$ cat src/rtl/pipe_stage_chain_pkg.sv
// Shared types and helpers for the elastic pipeline register chain.
// Provides the stage-state encoding, counter width and small width/counter helpers.
package pipe_pkg;

  typedef enum logic [1:0] {
    ST_EMPTY = 2'd0,
    ST_FULL  = 2'd1,
    ST_SKID  = 2'd2
  } stage_state_e;

  localparam int PERF_W = 32;

  function automatic int occ_width(input int depth);
    return $clog2(2 * depth + 1);
  endfunction

  // Saturating increment so counters stick at all-ones instead of wrapping.
  function automatic logic [PERF_W-1:0] sat_inc(input logic [PERF_W-1:0] v);
    if (v == {PERF_W{1'b1}}) begin
      return v;
    end else begin
      return v + PERF_W'(1);
    end
  endfunction

endpackage

$ cat src/rtl/pipe_skid_stage.sv
// One elastic pipeline stage: main register plus optional skid entry.
// With SKID=1 the upstream ready is purely registered; with SKID=0 it passes out_ready through.
module pipe_skid_stage
  import pipe_pkg::*;
#(
  parameter int               WIDTH     = 32,
  parameter int               SKID      = 1,
  parameter logic [WIDTH-1:0] NOP_VALUE = {WIDTH{1'b0}}
) (
  input  logic             clk,
  input  logic             rst,
  input  logic             flush,
  input  logic             in_valid,
  output logic             in_ready,
  input  logic [WIDTH-1:0] in_data,
  output logic             out_valid,
  input  logic             out_ready,
  output logic [WIDTH-1:0] out_data
);

  stage_state_e     state_r;
  stage_state_e     state_nxt_s;
  logic [WIDTH-1:0] main_r;
  logic [WIDTH-1:0] main_nxt_s;
  logic [WIDTH-1:0] skid_r;
  logic [WIDTH-1:0] skid_nxt_s;
  logic             accept_s;
  logic             emit_s;

  generate
    if (SKID != 0) begin : g_skid
      assign in_ready = (state_r != ST_SKID);
    end else begin : g_noskid
      assign in_ready = (state_r == ST_EMPTY) || out_ready;
    end
  endgenerate

  assign out_valid = (state_r != ST_EMPTY);
  assign out_data  = main_r;
  assign accept_s  = in_valid && in_ready;
  assign emit_s    = out_valid && out_ready;

  // Next-state and data selection; flush wins over any handshake.
  always_comb begin
    state_nxt_s = state_r;
    main_nxt_s  = main_r;
    skid_nxt_s  = skid_r;
    if (flush) begin
      state_nxt_s = ST_EMPTY;
      main_nxt_s  = NOP_VALUE;
      skid_nxt_s  = NOP_VALUE;
    end else begin
      case (state_r)
        ST_EMPTY: begin
          if (accept_s) begin
            state_nxt_s = ST_FULL;
            main_nxt_s  = in_data;
          end else begin
            state_nxt_s = ST_EMPTY;
          end
        end
        ST_FULL: begin
          if (accept_s && emit_s) begin
            main_nxt_s = in_data;
          end else if (accept_s) begin
            // Only reachable with SKID=1: park the new word behind the main entry.
            state_nxt_s = ST_SKID;
            skid_nxt_s  = in_data;
          end else if (emit_s) begin
            state_nxt_s = ST_EMPTY;
          end else begin
            state_nxt_s = ST_FULL;
          end
        end
        ST_SKID: begin
          if (emit_s) begin
            state_nxt_s = ST_FULL;
            main_nxt_s  = skid_r;
            skid_nxt_s  = NOP_VALUE;
          end else begin
            state_nxt_s = ST_SKID;
          end
        end
        default: begin
          state_nxt_s = ST_EMPTY;
          main_nxt_s  = NOP_VALUE;
          skid_nxt_s  = NOP_VALUE;
        end
      endcase
    end
  end

  // Stage state and data registers.
  always_ff @(posedge clk or posedge rst) begin
    if (rst) begin
      state_r <= ST_EMPTY;
      main_r  <= NOP_VALUE;
      skid_r  <= NOP_VALUE;
    end else begin
      state_r <= state_nxt_s;
      main_r  <= main_nxt_s;
      skid_r  <= skid_nxt_s;
    end
  end

endmodule

$ cat src/rtl/pipe_stage_chain.sv
// Elastic pipeline register chain: DEPTH stages, bubble injection, flush and occupancy.
// Optional PIPE_STAGE_CHAIN_PERF_EN adds stall/bubble/flush performance counters.
module pipe_stage_chain
  import pipe_pkg::*;
#(
  parameter int               WIDTH     = 32,
  parameter int               DEPTH     = 1,
  parameter int               SKID      = 1,
  parameter logic [WIDTH-1:0] NOP_VALUE = {WIDTH{1'b0}}
) (
  input  logic                             clk,
  input  logic                             rst,
  input  logic                             in_valid,
  output logic                             in_ready,
  input  logic [WIDTH-1:0]                 in_data,
  input  logic                             in_bubble,
  input  logic                             flush,
  output logic                             out_valid,
  input  logic                             out_ready,
  output logic [WIDTH-1:0]                 out_data,
  output logic [$clog2(2*DEPTH+1)-1:0]     occupancy
`ifdef PIPE_STAGE_CHAIN_PERF_EN
  ,
  output logic [PERF_W-1:0]                stall_cnt,
  output logic [PERF_W-1:0]                bubble_cnt,
  output logic [PERF_W-1:0]                flush_cnt
`endif
);

  localparam int OCC_W = occ_width(DEPTH);

  logic             vld_s [DEPTH+1];
  logic             rdy_s [DEPTH+1];
  logic [WIDTH-1:0] dat_s [DEPTH+1];
  logic [OCC_W-1:0] occ_r;
  logic             inc_s;
  logic             dec_s;

  // A bubble stands in for upstream data; flush blocks anything entering stage 0.
  assign vld_s[0]     = !flush && (in_bubble || in_valid);
  assign dat_s[0]     = in_bubble ? NOP_VALUE : in_data;
  assign rdy_s[DEPTH] = out_ready;

  for (genvar i = 0; i < DEPTH; i++) begin : g_stage
    pipe_skid_stage #(
      .WIDTH     (WIDTH),
      .SKID      (SKID),
      .NOP_VALUE (NOP_VALUE)
    ) u_stage (
      .clk       (clk),
      .rst       (rst),
      .flush     (flush),
      .in_valid  (vld_s[i]),
      .in_ready  (rdy_s[i]),
      .in_data   (dat_s[i]),
      .out_valid (vld_s[i+1]),
      .out_ready (rdy_s[i+1]),
      .out_data  (dat_s[i+1])
    );
  end

  assign in_ready  = rdy_s[0] && !flush && !in_bubble && !rst;
  assign out_valid = vld_s[DEPTH];
  assign out_data  = dat_s[DEPTH];
  assign inc_s     = vld_s[0] && rdy_s[0];
  assign dec_s     = out_valid && out_ready;
  assign occupancy = occ_r;

  // Entry count across all main and skid registers.
  always_ff @(posedge clk or posedge rst) begin
    if (rst) begin
      occ_r <= {OCC_W{1'b0}};
    end else if (flush) begin
      occ_r <= {OCC_W{1'b0}};
    end else if (inc_s && !dec_s) begin
      occ_r <= occ_r + OCC_W'(1);
    end else if (dec_s && !inc_s) begin
      occ_r <= occ_r - OCC_W'(1);
    end else begin
      occ_r <= occ_r;
    end
  end

`ifdef PIPE_STAGE_CHAIN_PERF_EN
  logic [PERF_W-1:0] stall_cnt_r;
  logic [PERF_W-1:0] bubble_cnt_r;
  logic [PERF_W-1:0] flush_cnt_r;

  // Saturating event counters, cleared only by reset.
  always_ff @(posedge clk or posedge rst) begin
    if (rst) begin
      stall_cnt_r  <= {PERF_W{1'b0}};
      bubble_cnt_r <= {PERF_W{1'b0}};
      flush_cnt_r  <= {PERF_W{1'b0}};
    end else begin
      if (out_valid && !out_ready) stall_cnt_r <= sat_inc(stall_cnt_r);
      if (in_bubble && !flush && rdy_s[0]) bubble_cnt_r <= sat_inc(bubble_cnt_r);
      if (flush) flush_cnt_r <= sat_inc(flush_cnt_r);
    end
  end

  assign stall_cnt  = stall_cnt_r;
  assign bubble_cnt = bubble_cnt_r;
  assign flush_cnt  = flush_cnt_r;
`endif

endmodule
$ cat config.mk
export PLATFORM = sky130hd
export DESIGN_NAME = pipe_stage_chain
export DESIGN_NICKNAME = d
export VERILOG_FILES = /design/src/rtl/pipe_stage_chain_pkg.sv /design/src/rtl/pipe_skid_stage.sv /design/src/rtl/pipe_stage_chain.sv
export SDC_FILE = /design/constraint.sdc
export NUM_CORES = 1
export LEC_CHECK = 0
export CAP_MARGIN = 15
export CORE_UTILIZATION = 40
export CTS_CLUSTER_DIAMETER = 200
export DETAILED_ROUTE_END_ITERATION = 7
export PLACE_DENSITY = 0.76
export SETUP_SLACK_MARGIN = 0.05
export SLEW_MARGIN = 20
export SYNTH_ARGS = -nofsm -noshare
export SYNTH_HDL_FRONTEND = slang
export SYNTH_SLANG_ARGS = --single-unit
$ cat constraint.sdc
create_clock -name clk -period 6.4 [get_ports clk]
set_clock_uncertainty 0.2 [all_clocks]
set_input_delay 1.28 -clock clk [delete_from_list [all_inputs] [get_ports clk]]
set_output_delay 1.28 -clock clk [all_outputs]
set_load 0.01 [all_outputs]
* Yosys cells after proc, flatten, opt, wreduce, memory -nomap -nowiden *
Index checks and enable logic that the tools add are counted.

storage, ports and cells
  register bits = 68
  output and inout bits = 36
  input port bits = 38
  logic and storage cells = 55

cells by class
  reduce and logical (&&, ||, !) cells = 20
  muxes and demuxes = 20
  eq/ne operators = 9
  add/subtract/negate cells = 2

operators with widths
  kind                                                                   count
  32-bit 2-to-1 mux                                                      8
  32-bit one-hot mux with 3 select lines                                 2
  2-bit 2-to-1 mux                                                       7
  1-bit logical AND                                                      9
  3-bit by 2-bit != test with 1-bit output, second input constant        3
  3-bit != test, second input constant                                   2
  2-bit one-hot mux with 3 select lines                                  1
  1-bit logical NOT                                                      5
  2-bit != test, second input constant                                   2
  4-bit AND reduction                                                    1
  3-bit AND reduction                                                    1
  3-bit nonzero test                                                     1
  2-bit by 1-bit adder with 2-bit output, second input constant          1
  2-bit by 1-bit equality test with 1-bit output, second input constant  1
  2-bit equality test, second input constant                             1
  2-bit logical NOT                                                      1
  1-bit 2-to-1 mux                                                       2
  2-bit nonzero test                                                     1
  2-bit by 1-bit subtractor with 2-bit output, second input constant     1
  1-bit logical OR                                                       1

* Logic depth before layout (Yosys ltp) *
Gate-level depths: netlist of the first run.

  depth after elaboration = 8
  gate-level depth with buffers = 6
  mapped depth without buffers = 4

* Modules after synthesis *
From an unflattened synthesis of the first run, not the netlist that was laid out.

unflattened totals
  cell total of the unflattened synthesis = 314
  area, all modules = 3384.5 um^2

modules (own cells, without submodules)
  module            cells each  times used  area an instance (um^2)  seq. area each (um^2)
  pipe_skid_stage   263         1           3007.9                   1651.6
  pipe_stage_chain  51          1           376.6                    50.0

* Worst setup path before layout of the first run *
No wires, ideal clock.

  path kind = input to output
  from = in flush
  to = out in_ready
  buffers on the path = 1
  data arrival time = 1.880 ns
  required time = 4.920 ns
  setup slack = 3.040 ns
  stages on the path = 2
  path through = clkbuf_1 -> nor4_1

between the ends
  word-level cells in the longest chain between the ends = 4

RTL lines
  what                             line                    source
  start: declaration               pipe_stage_chain.sv:17  input logic flush,
  1-bit logical NOT                pipe_stage_chain.sv:62  assign in_ready = rdy_s[0] && !flush && !in_bubble && !rst;
  1-bit logical AND (3 in series)  pipe_stage_chain.sv:62
  end: declaration                 pipe_stage_chain.sv:14  output logic in_ready,

Every way passes these cells.

* Worst setup path in the final report of the first run *
Same ends and word-level chain as after synthesis.

==> metrics.md, run 1 <==
| Metric | Value |
|---|---|
| Status | `completed` |
| Die Y | `93.06 um` |
| Post-Synth Adder-Cell Area | `0` |
| FP Rows | `32` |
| Vias in the first global route | `2484` |
| Post-synth cell types | `38` |
| Final Net Count | `394` |
| Cell Chain, Critical Path | `clkdlybuf4s50_1, buf_4, nor4_1, clkdlybuf4s50_1` |
| RSZ-0062 raised after global routing | `false` |
| Avg Inst Size Synth | `11.24 um^2` |
| Starting Density | `0.4205` |
| Vias per inst | `5.443` |
| Minimum clock period | `4.320 ns` |
| Maximum VDD drop | `0.1318 mV` |
| Top delay family on crit path | `buffers and inverters` |
| CP Launch Type | `input port` |
| Clock Latency Late Sink | `0.33 ns` |
| Cts bufs inserted | `9` |
| Final Hold Slack | `0.2928 ns` |
| Synth-to-Final Area Change | `28.37%` |
| CP endpoint kind | `output pin` |
| Critical path's largest stage delay | `0.58 ns` |
| Drt drc | `0` |
| Initial antenna violation count | `0` |
| DR vias | `2520` |
| Clk slew on worst S/H paths | `0.07 ns` |
| Post-CTS setup buffers | `0` |
| Post-Synth XOR/XNOR Area | `0` |
| Slew headroom | `0.2910` |
| Max cap viols | `0` |
| Largest net degree at the start of global routing | `69` |
| Simple-gate share of the synthesized area | `0.1581` |
| Synth Area in Compound Gates | `0.2697` |
| Clock root buffer | `clkbuf_8` |
| Die W | `93.06 um` |
| Post-CTS Hold Fix Bufs | `0` |
| # diodes | `0` |
| Syn nets | `333` |
| Routed wire length per instance | `16.18 um` |
| Final setup vio count | `0` |
| DRT antenna net count | `0` |
| IO Port Bufs | `73` |
| Fin. Hold Viols | `0` |
| CTS-repair resized insts | `0` |
| Critical path buffers and inverters | `3` |
| Crit-path max FO | `41` |
| Slowest cell on crit path | `clkdlybuf4s50_1` |
| Worst min path class | `register to register` |
| Layout cells sized above 1 | `0.1385` |
| Gpl congestion | `0.7523` |
| Peak Freq | `231.5 MHz` |
| Seq/Total Area, Yosys | `0.5130` |
| Most common cell after layout, fill and taps aside | `clkdlybuf4s50_1` |
| CTS tree | `done` |
| PwrDens | `223.1 nW/um^2` |
| Final Max Tran Viols | `0` |
| Leak Pwr | `1.656 nW` |
| GRT overflow | `0` |
| # clock sinks | `68` |
| Most used cell, CP | `clkdlybuf4s50_1` |
| Gr usage total | `0.1856` |
| Final Routed Wirelength | `7.490 mm` |
| Die Area | `8660 um^2` |
| Netlist Area Pre-Place | `3317 um^2` |
| Final period utilization | `0.6750` |
| Core area | `7888 um^2` |
| Starting DRT DRC Count | `151` |
| CTS Buffer Depth | `2` |
| Largest family of logic cells by synthesized area | `compound AO/OA/AOI/OAI gates` |
| 1st-pass router iterations | `4` |
| Post-DP HPWL | `4.604 mm` |
| CP required | `4.92 ns` |
| H-tree depth | `3` |
| FF+latch count, synth | `68` |
| Warnings, synthesis | `0` |
| Ports | `74` |
| Most frequent cells in the layout | `clkdlybuf4s50_1 (73), dfrtp_1 (68), nand2_1 (34)` |
| Syn Inst Count | `295` |
| Final Power | `950.1 uW` |
| Setup Total Neg Slack | `0 ns` |
| Crit path arrival time | `2.84 ns` |
| Mux cell area share after synthesis | `0.006413` |
| First-pass GRT wire length | `12.47 mm` |
| Worst slew pin tran | `1.061 ns` |
| Crit Path Class | `input port to output pin` |
## registers in the layout (all words and copies together), names as in the netlist
register                  flops
g_stage.u_stage.out_data     32
g_stage.u_stage.skid_r       32
g_stage.u_stage.state_r       2
occupancy                     2
## power breakdown
part	leakage [nW]	switching, mW	internal (mW)
logic	0.626	0.0822	0.0768
registers	0.932	0.0148	0.447
clock network	0.0982	0.159	0.170
## kinds of logic (layout without fill, tap and decap cells)
family	Yosys count	in the layout
AOI/OAI and AO/OA	106	106
buffers and inverters	31	97
DFF	68	68
muxes	2	2
and+or+nand+nor	88	88
## through the flow
stage          area (um^2)  worst slack [ns]    util  cells
2_1_floorplan         3317             3.040       -    295
4_1_cts               4258             2.072  0.5398    463
3_3_place_gp          4070             2.077  0.5160    447
6_report              4258             2.080  0.5398    463
5_1_grt               4258             2.012  0.5398    463
3_5_place_dp          4070             2.080  0.5160    447
## cell usage after synthesis, drive strengths merged
master,n,area [um^2]
nor3b,2,15.01
buf,25,152.7
o22ai,1,12.51
o21ai,33,165.2
o21ba,1,10.01
and3b,1,8.760
or3,1,6.260
nand2,34,127.6
nand4bb,1,11.26
dfrtp,68,1702
nor2b,3,18.77
mux2i,1,10.01
or2,1,6.260
nand3,1,5.000
o22a,1,8.760
nor4bb,1,10.01
nor4b,1,23.77
a22oi,32,240.2
o21a,1,7.510
o2bb2ai,32,405.4
inv,2,7.510
clkbuf,4,15.01
a21oi,1,5.000
o21bai,2,18.77
nor3,1,5.000
o31ai,1,12.51
mux2,1,11.26
nand3b,32,240.2
o221ai,1,8.760
nor4,1,6.260
nor2,8,40.04
## routing by layer
metal  share of wire  GRT usage  vias up
li1                -          -     1217
met1            0.47     0.2493     1234
met2            0.48     0.2923       67
met3           0.050    0.04065        2
met4          0.0039    0.07308        0
met5               0          0        -
## final timing paths
check                                                            start                                     endpoint  slack [ns]  cells past startpoint
max in group asynchronous                                          rst  g_stage[0].u_stage.out_data[31]$_DFFE_PP0P_        4.09                      3
max                                                              flush                                     in_ready        2.08                      4
min in group asynchronous                                          rst     g_stage[0].u_stage.skid_r[9]$_DFFE_PP0P_        1.37                      3
max reg2reg                  g_stage[0].u_stage.state_r[1]$_DFFE_PP0P_    g_stage[0].u_stage.skid_r[31]$_DFFE_PP0P_        4.08                      4
min                        g_stage[0].u_stage.out_data[12]$_DFFE_PP0P_  g_stage[0].u_stage.out_data[12]$_DFFE_PP0P_        0.29                      1
min reg2reg                g_stage[0].u_stage.out_data[12]$_DFFE_PP0P_  g_stage[0].u_stage.out_data[12]$_DFFE_PP0P_        0.29                      1
## cell type report
type                            instances  area, um^2
Inverter                                2       7.507
Fill cell                             680        3630
Tap cell                              102       127.6
Clock buffer                           12       165.2
Multi-Input combinational cell        196        1458
Timing Repair Buffer                   79       775.7
Sequential cell                        68        1702
Clock inverter                          4       22.52
No activity file was read; power rests on OpenSTA's default activity.
==> inputs of run 2 (changes only) <==
- PLACE_DENSITY: 0.76 -> 0.78
- clock period: 6.4 -> 3.8 ns (I/O delays scaled with it)
==> metrics.md, run 2 (synthesized netlist as in run 1, its figures left out) <==
| Metric | Value |
|---|---|
| Cts bufs inserted | `9` |
| Crit path from | `in_bubble` |
| CTS Buffer Depth | `2` |
| Reg2reg setup slack | `1.54 ns` |
| # diodes | `0` |
| Worst slew pin tran | `1.085 ns` |
| Final period utilization | `0.8596` |
| GRT overflow | `0` |
| Post-DP HPWL | `4.671 mm` |
| Met3 Wirelength | `487 um` |
| Slowest cell on crit path | `clkdlybuf4s50_1` |
| Most common cell after layout, fill and taps aside | `clkdlybuf4s50_1` |
| Core area | `7888 um^2` |
| CTS-repair resized insts | `0` |
| IO Port Bufs | `73` |
| Gpl congestion | `0.7683` |
| Final Max Tran Viols | `0` |
| CP Launch Type | `input port` |
| Crit-path max FO | `7` |
| Setup Total Neg Slack | `0 ns` |
| Post-CTS setup buffers | `0` |
| DRT antenna net count | `0` |
| Final Net Count | `395` |
| Die W | `93.06 um` |
| Int Pwr | `1.216 mW` |
| Finished Cell Area | `4280 um^2` |
| Layout cells sized above 1 | `0.1333` |
| Vias in the first global route | `2579` |
| DP Area | `4090 um^2` |
| Leak Pwr | `1.665 nW` |
| Final Power | `1.639 mW` |
| Final Hold Slack | `0.2937 ns` |
| Clock root buffer | `clkbuf_8` |
| Uppermost layer routed | `met4` |
| Peak Freq | `306.1 MHz` |
| Clk slew on worst S/H paths | `0.07 ns` |
| Pre-CTS WS | `0.5551 ns` |
| Cell Chain, Critical Path | `clkdlybuf4s50_1, nor4_1, clkdlybuf4s50_1` |
| Slew headroom | `0.2750` |
| Synth-to-Final Area Change | `29.05%` |
| Status | `completed` |
| Final Routed Wirelength | `7.685 mm` |
| Final worst slack | `0.5334 ns` |
| Post-CTS Hold Fix Bufs | `0` |
| Switching share of power | `0.2581` |
| Gr usage total | `0.1926` |
| Fin. Hold Viols | `0` |
| Multi-input combinational cell area | `1458 um^2` |
| Die Area | `8660 um^2` |
| Hold endpoint | `g_stage[0].u_stage.out_data[9]$_DFFE_PP0P_` |
| Crit Path Class | `input port to output pin` |
| Min-Delay Startpoint | `g_stage[0].u_stage.out_data[9]$_DFFE_PP0P_` |
| First-pass GRT wire length | `12.89 mm` |
| CP endpoint kind | `output pin` |
| CP required | `2.84 ns` |
| Starting Density | `0.4205` |
| Maximum VDD drop | `0.1633 mV` |
| Worst min path class | `register to register` |
| Routed wire length per instance | `16.63 um` |
| Clock Latency Late Sink | `0.33 ns` |
| Drt drc | `0` |
| Register Area | `1702 um^2` |
| WHS Path Cells | `1` |
| # clock sinks | `68` |
| FP Rows | `32` |
| H-tree depth | `3` |
| Crit path arrival time | `2.31 ns` |
| Reg2reg end | `g_stage[0].u_stage.out_data[10]$_DFFE_PP0P_` |
| Minimum clock period | `3.267 ns` |
| Initial antenna violation count | `0` |
| Psw | `422.9 uW` |
| FF-to-FF path depth | `4` |
| Reg-to-Reg Start | `g_stage[0].u_stage.state_r[0]$_DFFE_PP0P_` |
| RSZ-0062 raised after global routing | `false` |
| Vias per inst | `5.628` |
| Max cap viols | `0` |
| Most used cell, CP | `clkdlybuf4s50_1` |
| Critical path's largest stage delay | `0.60 ns` |
| WL met1 | `3.504 mm` |
| Final setup vio count | `0` |
| Met2 Wirelength | `3.603 mm` |
| Largest net degree at the start of global routing | `69` |
| Sequential share of power | `0.474` |
| Most frequent cells in the layout | `clkdlybuf4s50_1 (73), dfrtp_1 (68), nand2_1 (34)` |
| Die Y | `93.06 um` |
| FILL cells | `703` |
| 1st-pass router iterations | `5` |
| Starting DRT DRC Count | `124` |
| CTS tree | `done` |
| Ports | `74` |
| Clock network power share | `0.359` |
| PwrDens | `382.8 nW/um^2` |
| DR vias | `2600` |
| Combinational Power Share | `0.166` |
[run 2: changes by cell type in the layout (fill, tap and decap cells not counted), sizes merged]
| cell | delta |
|---|---|
| clkinv | -2 |
| buf | +1 |
| bufinv | +1 |
| clkinvlp | -1 |
[run 2: layer usage]
metal,up-vias,GRT usage
met3,8,0.03984
li1,1224,-
met2,86,0.3070
met4,0,0.08205
met1,1282,0.2542
met5,-,0
[run 2: area by class of cell]
class                           instances  area share
Clock inverter                          2    0.008185
Clock buffer                           12     0.03625
Inverter                                2    0.001754
Tap cell                              102     0.02982
Multi-Input combinational cell        196      0.3405
Sequential cell                        68      0.3975
Timing Repair Buffer                   80      0.1859
[run 2: worst max-delay path by stage]
stage                                                       to
floorplan           g_stage[0].u_stage.out_data[0]$_DFFE_PP0P_
global placement                                      in_ready
detailed placement                                    in_ready
CTS                                                   in_ready
global route                                          in_ready
finish                                                in_ready
[run 2: stage by stage]
stage / cells / utilization
detailed placement: 448 / 0.5186
global route: 462 / 0.5427
CTS: 462 / 0.5427
finish: 462 / 0.5427
floorplan: 295 / -
global placement: 448 / 0.5186
[run 2: worst max-delay path: cells and delay by family]
family                 cells  cell delay [ns]
and+or+nand+nor            1             0.39
buffers and inverters      2             1.16
[run 2: power groups by stage]
stage / Clock, mW / Combinational, mW / Sequential (mW)
after floorplan: 0 / 0.148 / 0.795
after global placement: 0 / 0.269 / 0.790
after detailed placement: 0 / 0.274 / 0.790
after CTS: 0.608 / 0.276 / 0.777
after global routing: 0.645 / 0.296 / 0.781
final: 0.589 / 0.273 / 0.777
==> inputs of run 3 (changes only) <==
- CORE_UTILIZATION: 40 -> 37
- PLACE_DENSITY: 0.78 -> 0.74
==> metrics.md, run 3 (synthesized netlist as in run 1, its figures left out) <==
| Metric | Value |
|---|---|
| Status | `completed` |
| Post-CTS Hold Fix Bufs | `0` |
| CTS-repair resized insts | `0` |
| Synth-to-Final Area Change | `29.99%` |
| Worst min path class | `register to register` |
| Core area | `8721 um^2` |
| CP Launch Type | `input port` |
| Setup Total Neg Slack | `0 ns` |
| RSZ-0062 raised after global routing | `false` |
| Finished Cell Area | `4312 um^2` |
| Routed wire length per instance | `16.37 um` |
| CTS tree | `done` |
| Multi-input combinational cell area | `1458 um^2` |
| Worst slew pin tran | `1.039 ns` |
| Vias in the first global route | `2577` |
| Fin. Hold Viols | `0` |
| Reg-to-Reg Start | `g_stage[0].u_stage.state_r[0]$_DFFE_PP0P_` |
| Register Area | `1702 um^2` |
| Starting DRT DRC Count | `117` |
| Layout cells sized above 1 | `0.1409` |
| Minimum clock period | `3.244 ns` |
| WHS Path Cells | `1` |
| Initial antenna violation count | `0` |
| FP Rows | `34` |
| IO Port Bufs | `73` |
| FILL cells | `760` |
| Peak Freq | `308.3 MHz` |
| Vias per inst | `5.517` |
| Cts bufs inserted | `9` |
| Reg2reg end | `g_stage[0].u_stage.out_data[9]$_DFFE_PP0P_` |
| # clock sinks | `68` |
| PwrDens | `383.6 nW/um^2` |
| Die Y | `96.68 um` |
| DRT antenna net count | `0` |
| First-pass GRT wire length | `12.94 mm` |
| FF-to-FF path depth | `4` |
| Final period utilization | `0.8537` |
| H-tree depth | `3` |
| Crit-path max FO | `7` |
| Clock Latency Late Sink | `0.33 ns` |
| Ports | `74` |
| Clock root buffer | `clkbuf_8` |
| Post-CTS setup buffers | `0` |
| GRT overflow | `0` |
| Final Max Tran Viols | `0` |
| Most frequent cells in the layout | `clkdlybuf4s50_1 (73), dfrtp_1 (68), nand2_1 (34)` |
| Min-Delay Startpoint | `g_stage[0].u_stage.out_data[11]$_DFFE_PP0P_` |
| CP endpoint kind | `output pin` |
| CP required | `2.84 ns` |
| # diodes | `0` |
| Leak Pwr | `1.671 nW` |
| DP Area | `4110 um^2` |
| Slew headroom | `0.3056` |
| Max cap viols | `0` |
| Final Routed Wirelength | `7.695 mm` |
| DR vias | `2593` |
| 1st-pass router iterations | `4` |
| Gpl congestion | `0.7065` |
| Final Power | `1.654 mW` |
| Reg2reg setup slack | `1.56 ns` |
| Gr usage total | `0.1718` |
| Crit Path Class | `input port to output pin` |
| Final setup vio count | `0` |
| Drt drc | `0` |
| Largest net degree at the start of global routing | `65` |
| Crit path arrival time | `2.28 ns` |
| Die W | `96.68 um` |
| Maximum VDD drop | `0.1889 mV` |
| CTS Buffer Depth | `2` |
| Clk slew on worst S/H paths | `0.07 ns` |
| Post-DP HPWL | `4.645 mm` |
| Starting Density | `0.3803` |
| Hold endpoint | `g_stage[0].u_stage.out_data[11]$_DFFE_PP0P_` |
| Final Net Count | `395` |
| Die Area | `9347 um^2` |
| Most common cell after layout, fill and taps aside | `clkdlybuf4s50_1` |
==> run 3: cell count changes in the layout (fill, tap and decap cells not counted), sizes merged <==
cell / before / now
clkinvlp: 0 / 2
clkbuf: 12 / 10
clkinv: 1 / 3
==> run 3: final cells by class <==
cell class,instances,area share
tap,108,0.03134
inverter,2,0.001741
sequential,68,0.3947
timing repair buffer,80,0.1875
clock buffer,10,0.03192
clock inverter,6,0.01480
multi-input combinational,196,0.3381
==> run 3: per-stage QoR <==
step	hold WS [ns]	utilization	setup slack (ns)	instances
2_1_floorplan	0.2850	-	1.128	295
3_3_place_gp	0.2752	0.4713	0.5492	454
3_5_place_dp	0.2763	0.4713	0.5551	454
4_1_cts	0.2967	0.4944	0.5468	470
5_1_grt	0.3111	0.4944	0.4623	470
6_report	0.2914	0.4944	0.5559	470
==> run 3: worst max path at each step <==
stage | from | cells after the start | end | slack [ns]
2_1_floorplan | rst | 1 | g_stage[0].u_stage.out_data[0]$_DFFE_PP0P_ | 1.13
3_3_place_gp | in_bubble | 3 | in_ready | 0.55
3_5_place_dp | in_bubble | 3 | in_ready | 0.56
4_1_cts | in_bubble | 3 | in_ready | 0.55
5_1_grt | in_bubble | 3 | in_ready | 0.46
6_report | in_bubble | 3 | in_ready | 0.56
==> run 3: worst max-delay path: stages <==
cell             delay (ns)
clkdlybuf4s50_1        0.58
nor4_1                 0.35
clkdlybuf4s50_1        0.59
==> run 3: power by group <==
part | internal, mW | switching [mW] | total [mW] | leakage [nW]
clock | 0.320 | 0.281 | 0.601 | 0.0983
sequential | 0.752 | 0.0245 | 0.777 | 0.932
combinational | 0.134 | 0.142 | 0.276 | 0.640
total | 1.21 | 0.448 | 1.65 | 1.67
==> run 3: metal layers <==
layer / share of wire / up-vias / track usage / wire length, um
li1: - / 1224 / - / -
met1: 0.48 / 1284 / 0.2419 / 3727
met2: 0.45 / 79 / 0.2541 / 3465
met3: 0.058 / 6 / 0.05347 / 443
met4: 0.0077 / 0 / 0.05052 / 59
met5: 0 / - / 0 / 0
